===== src/rtl/fsk_tx_sequencer.sv =====
// Frame scheduler for a 2-FSK modulator: alternating preamble, sync word, then
// N payload bytes MSB first, one bit per SYM_LEN-cycle symbol, with a one-byte prefetch buffer.
module fsk_tx_sequencer #(
    parameter int unsigned SYM_LEN   = 16,
    parameter int unsigned PRE_LEN   = 8,
    parameter logic [7:0]  SYNC_WORD = 8'hD3
) (
    input  logic       clk,
    input  logic       reset,
    input  logic       start,
    input  logic [7:0] frame_len,
    input  logic [7:0] din,
    input  logic       din_valid,
    output logic       din_ready,
    output logic       x,
    output logic       mod_en,
    output logic       busy,
    output logic       done,
    output logic       underrun
);

    localparam int unsigned SYM_W = $clog2(SYM_LEN);
    localparam int unsigned BIT_W = $clog2((PRE_LEN > 8) ? PRE_LEN : 8);

    localparam logic [SYM_W-1:0] SYM_LAST  = SYM_W'(SYM_LEN - 1);
    localparam logic [BIT_W-1:0] PRE_LAST  = BIT_W'(PRE_LEN - 1);
    localparam logic [BIT_W-1:0] BYTE_LAST = BIT_W'(7);

    typedef enum logic [1:0] {
        S_IDLE,
        S_PRE,
        S_SYNC,
        S_DATA
    } state_t;

    state_t           r_state;
    logic [SYM_W-1:0] r_sym_cnt;
    logic [BIT_W-1:0] r_bit_cnt;
    logic [7:0]       r_shift;
    logic [7:0]       r_hold;
    logic             r_hold_valid;
    logic [7:0]       r_len;
    logic [7:0]       r_fetched;
    logic [7:0]       r_loaded;

    logic r_x;
    logic r_mod_en;
    logic r_busy;
    logic r_done;
    logic r_underrun;
    logic r_din_ready;

    logic       w_streaming;
    logic       w_boundary;
    logic       w_xfer;
    logic       w_pre_end;
    logic       w_byte_end;
    logic       w_bytes_owed;
    logic       w_load;
    logic       w_underrun;
    logic       w_frame_end;
    logic       w_hold_valid_nx;
    logic [7:0] w_fetched_nx;
    logic       w_stream_nx;
    logic       w_ready_nx;

    assign w_streaming  = (r_state == S_SYNC) || (r_state == S_DATA);
    assign w_boundary   = (r_state != S_IDLE) && (r_sym_cnt == SYM_LAST);
    assign w_xfer       = din_valid && r_din_ready;
    assign w_pre_end    = w_boundary && (r_state == S_PRE) && (r_bit_cnt == PRE_LAST);
    assign w_byte_end   = w_boundary && w_streaming && (r_bit_cnt == BYTE_LAST);
    assign w_bytes_owed = (r_loaded != r_len);
    assign w_load       = w_byte_end && w_bytes_owed && r_hold_valid;
    assign w_underrun   = w_byte_end && w_bytes_owed && !r_hold_valid;
    assign w_frame_end  = w_byte_end && !w_bytes_owed;

    // A load and a transfer on the same edge leave the buffer full with the new byte.
    assign w_hold_valid_nx = w_xfer || (r_hold_valid && !w_load);
    assign w_fetched_nx    = r_fetched + {7'd0, w_xfer};

    // din_ready is registered, so it is computed from next-cycle state and buffer contents.
    assign w_stream_nx = w_pre_end || (w_streaming && !w_underrun && !w_frame_end);
    assign w_ready_nx  = w_stream_nx && !w_hold_valid_nx && (w_fetched_nx < r_len);

    // NOTE: sequential state uses non-blocking assignments only, so every read
    // in this block sees the pre-edge value regardless of statement order.
    always_ff @(posedge clk or posedge reset) begin
        if (reset) begin
            r_state      <= S_IDLE;
            r_sym_cnt    <= '0;
            r_bit_cnt    <= '0;
            r_shift      <= '0;
            r_hold       <= '0;
            r_hold_valid <= 1'b0;
            r_len        <= '0;
            r_fetched    <= '0;
            r_loaded     <= '0;
            r_x          <= 1'b0;
            r_mod_en     <= 1'b0;
            r_busy       <= 1'b0;
            r_done       <= 1'b0;
            r_underrun   <= 1'b0;
            r_din_ready  <= 1'b0;
        end else begin
            r_done       <= 1'b0;
            r_underrun   <= 1'b0;
            r_din_ready  <= w_ready_nx;
            r_hold_valid <= w_hold_valid_nx;
            if (w_xfer) begin
                r_hold    <= din;
                r_fetched <= w_fetched_nx;
            end

            if (r_state == S_IDLE) begin
                if (start) begin
                    r_state      <= S_PRE;
                    r_len        <= frame_len;
                    r_fetched    <= '0;
                    r_loaded     <= '0;
                    r_hold_valid <= 1'b0;
                    r_sym_cnt    <= '0;
                    r_bit_cnt    <= '0;
                    r_x          <= 1'b1;
                    r_mod_en     <= 1'b1;
                    r_busy       <= 1'b1;
                end
            end else if (w_underrun || w_frame_end) begin
                r_state    <= S_IDLE;
                r_sym_cnt  <= '0;
                r_bit_cnt  <= '0;
                r_x        <= 1'b0;
                r_mod_en   <= 1'b0;
                r_busy     <= 1'b0;
                r_done     <= w_frame_end;
                r_underrun <= w_underrun;
            end else begin
                r_sym_cnt <= w_boundary ? '0 : r_sym_cnt + SYM_W'(1);
                if (w_boundary) begin
                    if (r_state == S_PRE) begin
                        if (w_pre_end) begin
                            r_state   <= S_SYNC;
                            r_shift   <= SYNC_WORD;
                            r_x       <= SYNC_WORD[7];
                            r_bit_cnt <= '0;
                        end else begin
                            r_x       <= ~r_x;
                            r_bit_cnt <= r_bit_cnt + BIT_W'(1);
                        end
                    end else if (w_load) begin
                        r_state   <= S_DATA;
                        r_shift   <= r_hold;
                        r_x       <= r_hold[7];
                        r_loaded  <= r_loaded + 8'd1;
                        r_bit_cnt <= '0;
                    end else begin
                        r_shift   <= {r_shift[6:0], 1'b0};
                        r_x       <= r_shift[6];
                        r_bit_cnt <= r_bit_cnt + BIT_W'(1);
                    end
                end
            end
        end
    end

    assign x         = r_x;
    assign mod_en    = r_mod_en;
    assign busy      = r_busy;
    assign done      = r_done;
    assign underrun  = r_underrun;
    assign din_ready = r_din_ready;

endmodule


===== config.mk =====
export PLATFORM = sky130hd
export DESIGN_NAME = fsk_tx_sequencer
export DESIGN_NICKNAME = d
export VERILOG_FILES = /design/src/rtl/fsk_tx_sequencer.sv
export SDC_FILE = /design/constraint.sdc
export NUM_CORES = 1
export LEC_CHECK = 0
export ABC_AREA = 1
export CELL_PAD_IN_SITES_DETAIL_PLACEMENT = 0
export CELL_PAD_IN_SITES_GLOBAL_PLACEMENT = 1
export CORE_MARGIN = 2
export CORE_UTILIZATION = 46
export DETAILED_ROUTE_END_ITERATION = 6
export GPL_ROUTABILITY_DRIVEN = 0
export HOLD_SLACK_MARGIN = 0.02
export PLACE_DENSITY = 0.94
export SLEW_MARGIN = 25
export SYNTH_ARGS = -nofsm -noshare
export SYNTH_HDL_FRONTEND = slang
export SYNTH_SLANG_ARGS = --single-unit

===== constraint.sdc =====
create_clock -name clk -period 4.9 [get_ports clk]
set_input_delay 1.225 -clock clk [delete_from_list [all_inputs] [get_ports clk]]
set_output_delay 1.225 -clock clk [all_outputs]
set_load 0.02 [all_outputs]

==> results.py <==
metrics = {
    "status": {
        "status": "complete, no violations",
    },
    "hold_path": {
        "hold_path.class": "flop to flop",
    },
    "placement": {
        "hpwl_um": 4230,
        "portBuffers": 25,
    },
    "yosys": {
        "ys_seq_elements": 54,
        "syn_inst": 356,
        "synthDistinctLibCells": 34,
        "synth.net_count": 389,
        "ys_warn_count": 0,
        "seq_area_frac_synth_pct": 46.2,
        "syn_area_sq_um": 2930,
        "syn_avg_cell_area_sq_um": 8.22,
    },
    "clock_tree": {
        "clkTransAtPathRegs_ns": 0.11,
        "ctsResizeCount": 0,
        "htreeDepth": 2,
        "cts.sinks": 54,
        "cts_hold_buf": 0,
        "cts_buffers": 5,
        "clockRootBuffer": "clkbuf_8",
        "clkLatencyLatePin_ns": 0.32,
        "cts_tree": "built",
        "cts.path.max_buffers": 2,
        "postCtsSetupRepairBufs": 0,
    },
    "die": {
        "start_util_pct": 46.9,
        "core-area_sq_um": 6240,
        "die_y_um": 83.8,
        "rows": 29,
        "dieArea_sq_um": 7020,
        "ioPinCount": 26,
        "die_w_um": 83.8,
    },
    "layout": {
        "layout_common_cells": "nand2_1, dfrtp_1, inv_1, nand3_1, nor2_1",
        "num_antenna_cells": 0,
        "final_common_cell": "nand2_1",
        "synthToLayoutAreaGrowth_pct": 13.5,
        "drive_gt1_share_pct": 8.16,
        "fin_nets": 412,
    },
    "power": {
        "p_sw_w": 0.000187,
        "p_per_area_nw_per_um2": 230,
        "p_clk_share_pct": 34.5,
        "sequentialPowerShare_pct": 59.6,
        "power_leakage_nw": 1.67,
        "internal_power_w": 0.000577,
        "p_sw_share_pct": 24.5,
        "power_w": 0.000764,
        "comb_power_share_pct": 5.9,
        "ir_drop_v": 0.000164,
    },
    "setup_path": {
        "worstPathArrival_ns": 4.06,
        "end_kind": "flop",
        "critPathLaunchType": "input port",
        "critPathKind": "input port to flop",
        "worstPathMaxFanout": 21,
        "cp.required_ns": 5.14,
    },
    "timing": {
        "clock.fmax_mhz": 262,
        "fin_hold_ws_ns": 0.494,
        "slew_viol_final": 0,
        "max_slew_margin_pct": 43.0,
        "fin_crit_ns": 3.82,
        "finClkSkew_ns": 0.0123,
        "setup_violations": 0,
        "worst-slew-pin-transition_ns": 0.854,
        "rsz0062_at_grt": "no",
        "setup-tns-final_ns": 0,
        "finalHoldViolCount": 0,
        "timing.final.crit_share_pct": 77.9,
    },
    "grt": {
        "grt_max_degree": 43,
        "grt_pass1_vias": 2258,
        "grt_usage_pct": 18.1,
        "overflow": 0,
        "antenna_found_initial": 0,
        "grt_pass1_wl_um": 10300,
    },
    "routing": {
        "vias_per_cell": 5.11,
        "avgRoutedWirePerCell_um": 12.3,
        "num_vias": 2337,
        "wirelength_um": 5640,
        "drt_pre_antenna_iters": 4,
        "drt-initial-drc-count": 123,
        "drc_errors": 0,
        "postRouteAntennaNets": 0,
    },
    "flow_run": {
        "drv_cap": 0,
    },
}
sequential cells by signal, indices dropped and copies added, names as in the netlist:
signal and flops:
r_fetched 8, r_hold 8, r_len 8, r_loaded 8, r_shift 7, r_sym_cnt 4
r_bit_cnt 3, r_state 2, busy 1, din_ready 1, done 1, r_hold_valid 1
underrun 1, x 1
critical path: stages:
cell and delay (ns):
clkdlybuf4s50_1 0.45, nand2_1 0.25, inv_1 0.12, buf_4 0.22, ha_1 0.22, nand2_1 0.06, nor2_1 0.16, nand3_1 0.13
nand3b_1 0.19, xor2_1 0.20, inv_1 0.07, ha_1 0.31, nand4_1 0.09, a21oi_1 0.04, nand3b_1 0.17, nor3_2 0.15
cells by family (layout without fill, tap and decap cells):
group | Yosys count | after routing | synth area share, %
AOI/OAI and AO/OA | 53 | 53 | 10.1
xor gates and xnor gates | 14 | 14 | 4.19
adders and majority gates | 13 | 13 | 5.56
buffers and inverters | 56 | 80 | 7.99
DFF | 54 | 54 | 46.2
and+or+nand+nor | 166 | 166 | 26.0
area by class of cell:
type	count	area (sq um)
repair buffers	28	273
inverters	44	165
clock inverters	3	26.3
multi-input cells	246	1340
flip-flops and latches	54	1350
fillers	580	2920
well taps	77	96.3
clock buffers	5	68.8
per-layer routing:
metal / wire length, um / track usage [%] / vias to the layer above
met5: 0 / 0 / -
li1: - / - / 1189
met1: 2700 / 24.6 / 1106
met3: 175 / 3.07 / 7
met2: 2670 / 29.7 / 35
met4: 97 / 5.57 / 0
synth_stat cells (all sizes together):
cell type / n / share of area, %
buf: 7 / 1.7
a21oi: 13 / 2.7
o21ai: 35 / 6.1
o31ai: 1 / 0.26
xor2: 7 / 2.1
ha: 13 / 5.6
xnor2: 7 / 2.1
nand2: 94 / 13
nor3: 1 / 0.34
nand3b: 3 / 0.77
dfrtp: 54 / 46
a22oi: 1 / 0.26
nand4: 9 / 2.1
o21a: 1 / 0.26
nand3: 29 / 5.6
o211ai: 1 / 0.26
nor2: 30 / 4.5
a21o: 1 / 0.26
inv: 44 / 5.6
clkbuf: 5 / 0.64
final timing paths:
kind,from,end,slack (ns),cells after the start
worst max-delay path,din_valid,din_ready,1.08,16
worst min-delay path,r_hold[5],r_hold[5],0.49,2
min in group asynchronous,reset,r_fetched[6],1.38,2
max in group asynchronous,reset,r_len[3],2.80,3
worst min register to register,r_hold[5],r_hold[5],0.49,2
worst max register to register,din_ready,din_ready,2.04,15
power groups by stage:
stage	Clock, W	Combinational (W)	Sequential, W
3_5_place_dp	0	0.0000463	0.000464
3_3_place_gp	0	0.0000453	0.000464
6_report	0.000263	0.0000453	0.000455
5_1_grt	0.000286	0.0000521	0.000457
2_1_floorplan	0	0.0000240	0.000463
4_1_cts	0.000270	0.0000467	0.000455
per-stage QoR:
step | setup WS [ns] | instances | utilization, % | area [sq um]
global placement | 0.880 | 449 | 51.7 | 3230
floorplan | 1.52 | 356 | - | 2930
global route | 0.808 | 457 | 53.2 | 3320
finish | 1.08 | 457 | 53.2 | 3320
CTS | 1.10 | 457 | 53.2 | 3320
detailed placement | 0.774 | 449 | 51.7 | 3230
No activity file was read; power rests on OpenSTA's default activity.
